`config.mk`:
```
export PLATFORM = sky130hd
export DESIGN_NAME = vram_sync_ctrl
export DESIGN_NICKNAME = d
export VERILOG_FILES = /design/src/rtl/vram_sync_ctrl.sv
export SDC_FILE = /design/constraint.sdc
export NUM_CORES = 1
export LEC_CHECK = 0
export CAP_MARGIN = 20
export CORE_MARGIN = 1.5
export CORE_UTILIZATION = 33
export CTS_CLUSTER_SIZE = 24
export DETAILED_ROUTE_END_ITERATION = 16
export PLACE_DENSITY = 0.79
export SLEW_MARGIN = 20
export SYNTH_ARGS = -nofsm -noshare
export SYNTH_HDL_FRONTEND = slang
export SYNTH_SLANG_ARGS = --single-unit
```
`constraint.sdc`:
```
create_clock -name clk -period 2.01 [get_ports clk]
set_input_delay 0.402 -clock clk [delete_from_list [all_inputs] [get_ports clk]]
set_output_delay 0.402 -clock clk [all_outputs]
set_load 0.05 [all_outputs]
```
`src/rtl/vram_sync_ctrl.sv`:
```
// rtl/vram_sync_ctrl.sv - vblank-gated CPU-VRAM to PPU-VRAM bulk copy controller.
// Optional macro VRAM_SYNC_CPU_STALL_EN drives cpu_stall during COPY/DRAIN; otherwise it is tied 0.
module vram_sync_ctrl #(
  parameter int ADDR_W     = 12,
  parameter int DATA_W     = 64,
  parameter int COPY_WORDS = 4096
) (
  input  logic              clk,
  input  logic              rst_n,
  input  logic              sync_req,
  input  logic              vblank_start,
  output logic              c_rd_en,
  output logic [ADDR_W-1:0] c_addr,
  input  logic [DATA_W-1:0] c_rdata,
  output logic              p_wr_en,
  output logic [ADDR_W-1:0] p_addr,
  output logic [DATA_W-1:0] p_wdata,
  output logic              sync_busy,
  output logic              sync_done,
  output logic              cpu_stall
);

  typedef enum logic [1:0] {IDLE, ARMED, COPY, DRAIN} state_e;

  // Compare against the last index so COPY_WORDS == 2**ADDR_W never relies on wrap-around.
  localparam logic [ADDR_W-1:0] LAST_ADDR = ADDR_W'(COPY_WORDS - 1);

  state_e              state_q;
  logic                pend_q;
  logic                c_rd_en_q;
  logic [ADDR_W-1:0]   c_addr_q;
  logic                p_wr_en_q;
  logic [ADDR_W-1:0]   p_addr_q;
  logic                done_q;

  always_ff @(posedge clk or negedge rst_n) begin
    if (!rst_n) begin
      state_q   <= IDLE;
      pend_q    <= 1'b0;
      c_rd_en_q <= 1'b0;
      c_addr_q  <= '0;
      p_wr_en_q <= 1'b0;
      p_addr_q  <= '0;
      done_q    <= 1'b0;
    end else begin
      case (state_q)
        IDLE: begin
          if (sync_req) state_q <= ARMED;
        end
        ARMED: begin
          if (vblank_start) begin
            state_q   <= COPY;
            c_rd_en_q <= 1'b1;
            c_addr_q  <= '0;
          end
        end
        COPY: begin
          if (sync_req) pend_q <= 1'b1;
          // Write k lands the cycle after read k, when its data appears on c_rdata.
          p_wr_en_q <= 1'b1;
          p_addr_q  <= c_addr_q;
          if (c_addr_q == LAST_ADDR) begin
            state_q   <= DRAIN;
            c_rd_en_q <= 1'b0;
            c_addr_q  <= '0;
            done_q    <= 1'b1;
          end else begin
            c_addr_q  <= c_addr_q + 1'b1;
          end
        end
        DRAIN: begin
          p_wr_en_q <= 1'b0;
          p_addr_q  <= '0;
          done_q    <= 1'b0;
          pend_q    <= 1'b0;
          state_q   <= (pend_q || sync_req) ? ARMED : IDLE;
        end
        default: state_q <= IDLE;
      endcase
    end
  end

  assign c_rd_en   = c_rd_en_q;
  assign c_addr    = c_addr_q;
  assign p_wr_en   = p_wr_en_q;
  assign p_addr    = p_addr_q;
  assign p_wdata   = p_wr_en_q ? c_rdata : '0;
  assign sync_busy = (state_q == ARMED) || (state_q == COPY);
  assign sync_done = done_q;

`ifdef VRAM_SYNC_CPU_STALL_EN
  assign cpu_stall = (state_q == COPY) || (state_q == DRAIN);
`else
  assign cpu_stall = 1'b0;
`endif

endmodule

```
==> results of run 1 <==
[stage by stage]
step                      utilization [%]  power [mW]  cells
after detailed placement             74.5        1.37    457
final                                76.1        1.86    465
after floorplan                         -       0.913    224
after global placement               74.5        1.37    457
after global routing                 76.1        1.91    465
after CTS                            76.1        1.87    465
[cell type report]
cell class	instances	share of cell area, %
inverter	5	0.421
clock inverter	1	0.112
tap	75	2.11
timing repair buffer	174	52.8
sequential	30	16.9
clock buffer	7	1.94
multi-input combinational	173	25.7
[registers in the layout, summed over array words and instances, names as in the netlist]
name       count
c_addr        12
c_rd_en        1
state_q        2
p_addr        12
sync_done      1
pend_q         1
p_wr_en        1
[cells in the final DEF, fill, tap and decap left out, drive strengths merged, types with 2 or more instances in the layout]
cell type / instances
buf: 92
clkdlybuf4s50: 81
and2: 64
dfrtp: 30
nor2: 22
mux2i: 15
nand2: 11
nand3: 7
clkbuf: 7
o21ai: 6
inv: 5
a22o: 5
a21oi: 5
ha: 5
nor3: 3
nor4: 3
xnor2: 3
nand2b: 3
nand4: 3
nor2b: 2
and4: 2
mux2: 2
a21o: 2
o41ai: 2
[layer usage]
metal / vias up / share of wire (%) / track usage, %
li1: 1074 / - / -
met1: 1037 / 39 / 26.3
met2: 93 / 53 / 39.3
met3: 9 / 7.9 / 5.57
met4: 0 / 0.88 / 6.03
met5: - / 0 / 0
[where the power goes]
| group | leakage (nW) | switching, mW | internal (mW) | total, mW |
|---|---|---|---|---|
| clock network | 0.0482 | 0.224 | 0.276 | 0.500 |
| logic | 1.67 | 0.358 | 0.396 | 0.754 |
| registers | 0.362 | 0 | 0.604 | 0.604 |
[kinds of logic after synthesis]
kind of cell | Yosys count | synth area share, %
buffers and inverters | 21 | 4.42
AO/OA/AOI/OAI | 26 | 9.97
XOR/XNOR | 3 | 1.33
multiplexers | 17 | 8.71
other | 1 | 0.189
flip-flops | 30 | 37.9
AND/OR/NAND/NOR | 121 | 34.4
adder cells (fa/ha/maj) | 5 | 3.15
[worst min-delay path by stage]
stage,from,endpoint,slack [ns],cells past startpoint
floorplan,rst_n,c_addr[0]$_DFFE_PN0P_,0.11,0
global placement,p_addr[5]$_DFFE_PN0P_,p_addr[5]$_DFFE_PN0P_,0.50,2
detailed placement,p_addr[5]$_DFFE_PN0P_,p_addr[5]$_DFFE_PN0P_,0.51,2
CTS,rst_n,c_addr[2]$_DFFE_PN0P_,0.52,2
global route,rst_n,p_addr[10]$_DFFE_PN0P_,0.55,2
finish,rst_n,state_q[1]$_DFFE_PN0P_,0.50,2
==> run metrics, run 1 <==
crit path from c_addr[1]$_DFFE_PN0P_; die width 80.5 um; first-pass GRT wire length 10.9 mm; VDD IR max 0.403 mV; top cells by area, synth dfrtp_1 38%, and2_1 20%, mux2i_1 7.6%; dpl cell area 4360 um2; clock slew at reported path FFs 0.06 ns; Critical path buffers and inverters 1; Least-Margin Pin Slew 0.540 ns; register bit total from synthesis 30; FF/Latch Area 753 um2; Synth top area share 37.9%; Fin. Hold Viols 0; deepest level of the CTS H-tree 2; reg2reg end c_addr[11]$_DFFE_PN0P_; setup ws final 0.113 ns; pre-CTS setup slack 0.125 ns; row count 28; critical path depth 1; R2R Setup Slk 0.17 ns; cells after synthesis 224; Final Wtd Congestion 0.806; Setup TNS 0 ns; Yosys Warn Count 0; count leader, synth and2_1; Final period util 94.4%; Final min period 1.90 ns; Syn Area/Cell 8.85 um2; critical path class register to output pin; fin. max-slew vios 0; # diodes 0; Initial Utilization 33.9%; crit-path max FO 5; Cell Chain, Critical Path clkdlybuf4s50_1; Synth-to-Final Area Change 125%; leakage 2.08 nW; Nets 462; clock latency on the worst-skew pair 0.28 ns; placeable core area 5850 um2; initial antenna violation count 0; f_max 527 MHz; fraction of layout cells with a size suffix above 1 27.2%; post-DP HPWL 5.98 mm; final setup fails 0; drt drc 0; CP peak stage delay 0.82 ns; DR iter-0 viols 73; drt total wl 7.42 mm; PortBufs 159; RSZ-0062 raised after global routing false; Sinks on Clock Net 30; main flop type after synthesis dfrtp_1; PostCTS Resize Cnt 0; die area 6480 um2; Max-slew headroom 63.9%; Synth async-reset ratio 100%; Inserted Clock Buffers 5; via count 2213; area occupied by multi-input gates 1140 um2; Cell Area, Synth 1980 um2; clk buf depth 2; Finished Cell Area 4450 um2; Startpoint Class register; Post-synth top cells 64 x and2_1, 30 x dfrtp_1, 22 x nor2_1, 15 x mux2i_1, 11 x nand2_1; Filler Cells Inserted 383; WL/cell 16.0 um; Die Height 80.5 um; post-CTS setup buffer count 0; Top delay family on crit path buffers and inverters; vias per cell 4.76; CTS Root Cell clkbuf_8; vias in the first global route 2058; CTS tree done; worst reg2reg startpoint state_q[0]$_DFFE_PN0P_; GRT Total Usage 22.2%; drt pass-1 iters 4; max-cap violations 0; Fin Clk Skew 0.00244 ns; Worst EP arrival 1.50 ns; pwr/cell area 417 nW/um2; Hold WS 0.504 ns; syn_nets 297; Yosys cell types 36; post-synthesis sequential area ratio 37.9%; EDFF count, synth 0; WP data required 1.61 ns; Crit-path slowest cell clkdlybuf4s50_1; IO Count 161; R2R cell count 7; ANT nets after route 0; area leader, netlist dfrtp_1; Critical Path End c_addr[1]; Worst Setup End Kind output pin; grt total ovfl 0; worst hold path class input port to asynchronous set/reset pin; status complete, no violations; largest net degree at the start of global routing 66; hold_buf cts 0
Note: power is estimated with default switching activity, not from simulation.
==> run 2, diff against run 1 <==
==> constraint.sdc (replaced) <==
create_clock -name clk -period 2.15 [get_ports clk]
set_input_delay 0.43 -clock clk [delete_from_list [all_inputs] [get_ports clk]]
set_output_delay 0.43 -clock clk [all_outputs]
set_load 0.05 [all_outputs]
==> run metrics, run 2 (synthesized netlist as in run 1, its figures left out) <==
status complete, no violations; fin. max-slew vios 0; reg2reg end state_q[1]$_DFFE_PN0P_; deepest level of the CTS H-tree 2; clk buf depth 2; clock slew at reported path FFs 0.07 ns; Setup TNS 0 ns; Worst EP arrival 1.66 ns; critical path class register to output pin; grt total ovfl 0; f_max 479 MHz; first-pass GRT wire length 11.1 mm; M3 GR Usage 5.80%; CP peak stage delay 0.86 ns; Sinks on Clock Net 30; Worst Setup End Kind output pin; Nets 457; Synth-to-Final Area Change 124%; post-CTS setup buffer count 0; Fin. Hold Viols 0; GRT Max-Usage Layer met2; Least-Margin Pin Slew 0.530 ns; Startpoint Class register; VDD IR max 0.575 mV; CTS Root Cell clkbuf_8; R2R cell count 5; final setup fails 0; most common cell after layout, fill and taps aside clkdlybuf4s50_1; Hold WS 0.517 ns; placeable core area 5850 um2; final core occ 75.8%; drt pass-1 iters 4; ANT nets after route 0; setup ws final 0.0640 ns; max-cap violations 0; GRT Total Usage 22.5%; most frequent cells in the layout 89 x clkdlybuf4s50_1, 66 x buf_12, 64 x and2_1, 30 x dfrtp_1, 22 x nor2_1; PortBufs 159; Final min period 2.09 ns; post-DP HPWL 5.92 mm; PostCTS Resize Cnt 0; row count 28; pwr/cell area 414 nW/um2; # diodes 0; pre-CTS setup slack 0.151 ns; die area 6480 um2; Crit-path slowest cell clkdlybuf4s50_1; leakage 2.02 nW; WL/cell 16.1 um; Inserted Clock Buffers 5; Total Power 1.84 mW; Final period util 97.0%; Initial Utilization 33.9%; RSZ-0062 raised after global routing false; clock latency on the worst-skew pair 0.29 ns; Die Height 80.5 um; vias in the first global route 2102; Max-slew headroom 64.6%; hold_buf cts 0; IO Count 161; drt total wl 7.40 mm; Critical path buffers and inverters 1; CTS tree done; initial antenna violation count 0; fraction of layout cells with a size suffix above 1 24.2%; largest net degree at the start of global routing 48; worst reg2reg startpoint c_addr[1]$_DFFE_PN0P_; WP data required 1.72 ns; vias per cell 4.83; drt drc 0; Fin Clk Skew 0.0108 ns; met1 layer usage reported by global route 26.2%; die width 80.5 um; M2 GR Usage 40.0%; Top delay family on crit path buffers and inverters; worst hold path class input port to asynchronous set/reset pin; DR iter-0 viols 51; Cell Chain, Critical Path clkdlybuf4s50_1; crit-path max FO 6; R2R Setup Slk 0.29 ns; Final Wtd Congestion 0.764; via count 2220
==> run 2: changes by cell type in the layout (fill, tap and decap cells not counted) <==
cell / previous run / this run
buf_12: 67 / 66
buf_4: 25 / 14
bufinv_16: 0 / 1
clkbuf_1: 1 / 0
clkbuf_8: 6 / 5
clkdlybuf4s50_1: 81 / 89
clkinv_2: 1 / 2
dfrtp_1: 28 / 30
dfrtp_2: 2 / 0
dlymetal6s2s_1: 1 / 0
==> run 2: cell type report <==
| cell class | instances | area [um2] |
|---|---|---|
| tap | 75 | 93.8 |
| fill | 397 | 1420 |
| sequential | 30 | 751 |
| multi-input combinational | 173 | 1140 |
| clock inverter | 3 | 40.0 |
| inverter | 5 | 18.8 |
| timing repair buffer | 169 | 2320 |
| clock buffer | 5 | 68.8 |
==> run 2: layer usage <==
layer | routed length (um) | vias to the layer above | share of wire (%)
li1 | - | 1066 | -
met1 | 2770 | 1061 | 37
met2 | 3950 | 84 | 53
met3 | 579 | 9 | 7.8
met4 | 113 | 0 | 1.5
met5 | 0 | - | 0
==> run 2: how the worst max path moves through the flow <==
| stage | start | to | depth (start not counted) |
|---|---|---|---|
| after floorplan | c_addr[0]$_DFFE_PN0P_ | state_q[0]$_DFFE_PN0P_ | 5 |
| after global placement | vblank_start | c_addr[8]$_DFFE_PN0P_ | 6 |
| after detailed placement | vblank_start | c_addr[9]$_DFFE_PN0P_ | 6 |
| after CTS | c_addr[7]$_DFFE_PN0P_ | c_addr[7] | 1 |
| after global routing | c_addr[8]$_DFFE_PN0P_ | c_addr[8] | 1 |
| final | c_addr[9]$_DFFE_PN0P_ | c_addr[9] | 1 |
==> run 2: where the power goes <==
part | switching, mW | internal (mW) | total [mW]
logic | 0.335 | 0.370 | 0.705
registers | 0 | 0.564 | 0.564
clock network | 0.226 | 0.341 | 0.567
==> run 2: per-stage QoR <==
step | cells | area, um2
2_1_floorplan | 224 | 1980
3_3_place_gp | 452 | 4330
3_5_place_dp | 452 | 4330
4_1_cts | 460 | 4430
5_1_grt | 460 | 4430
6_report | 460 | 4430
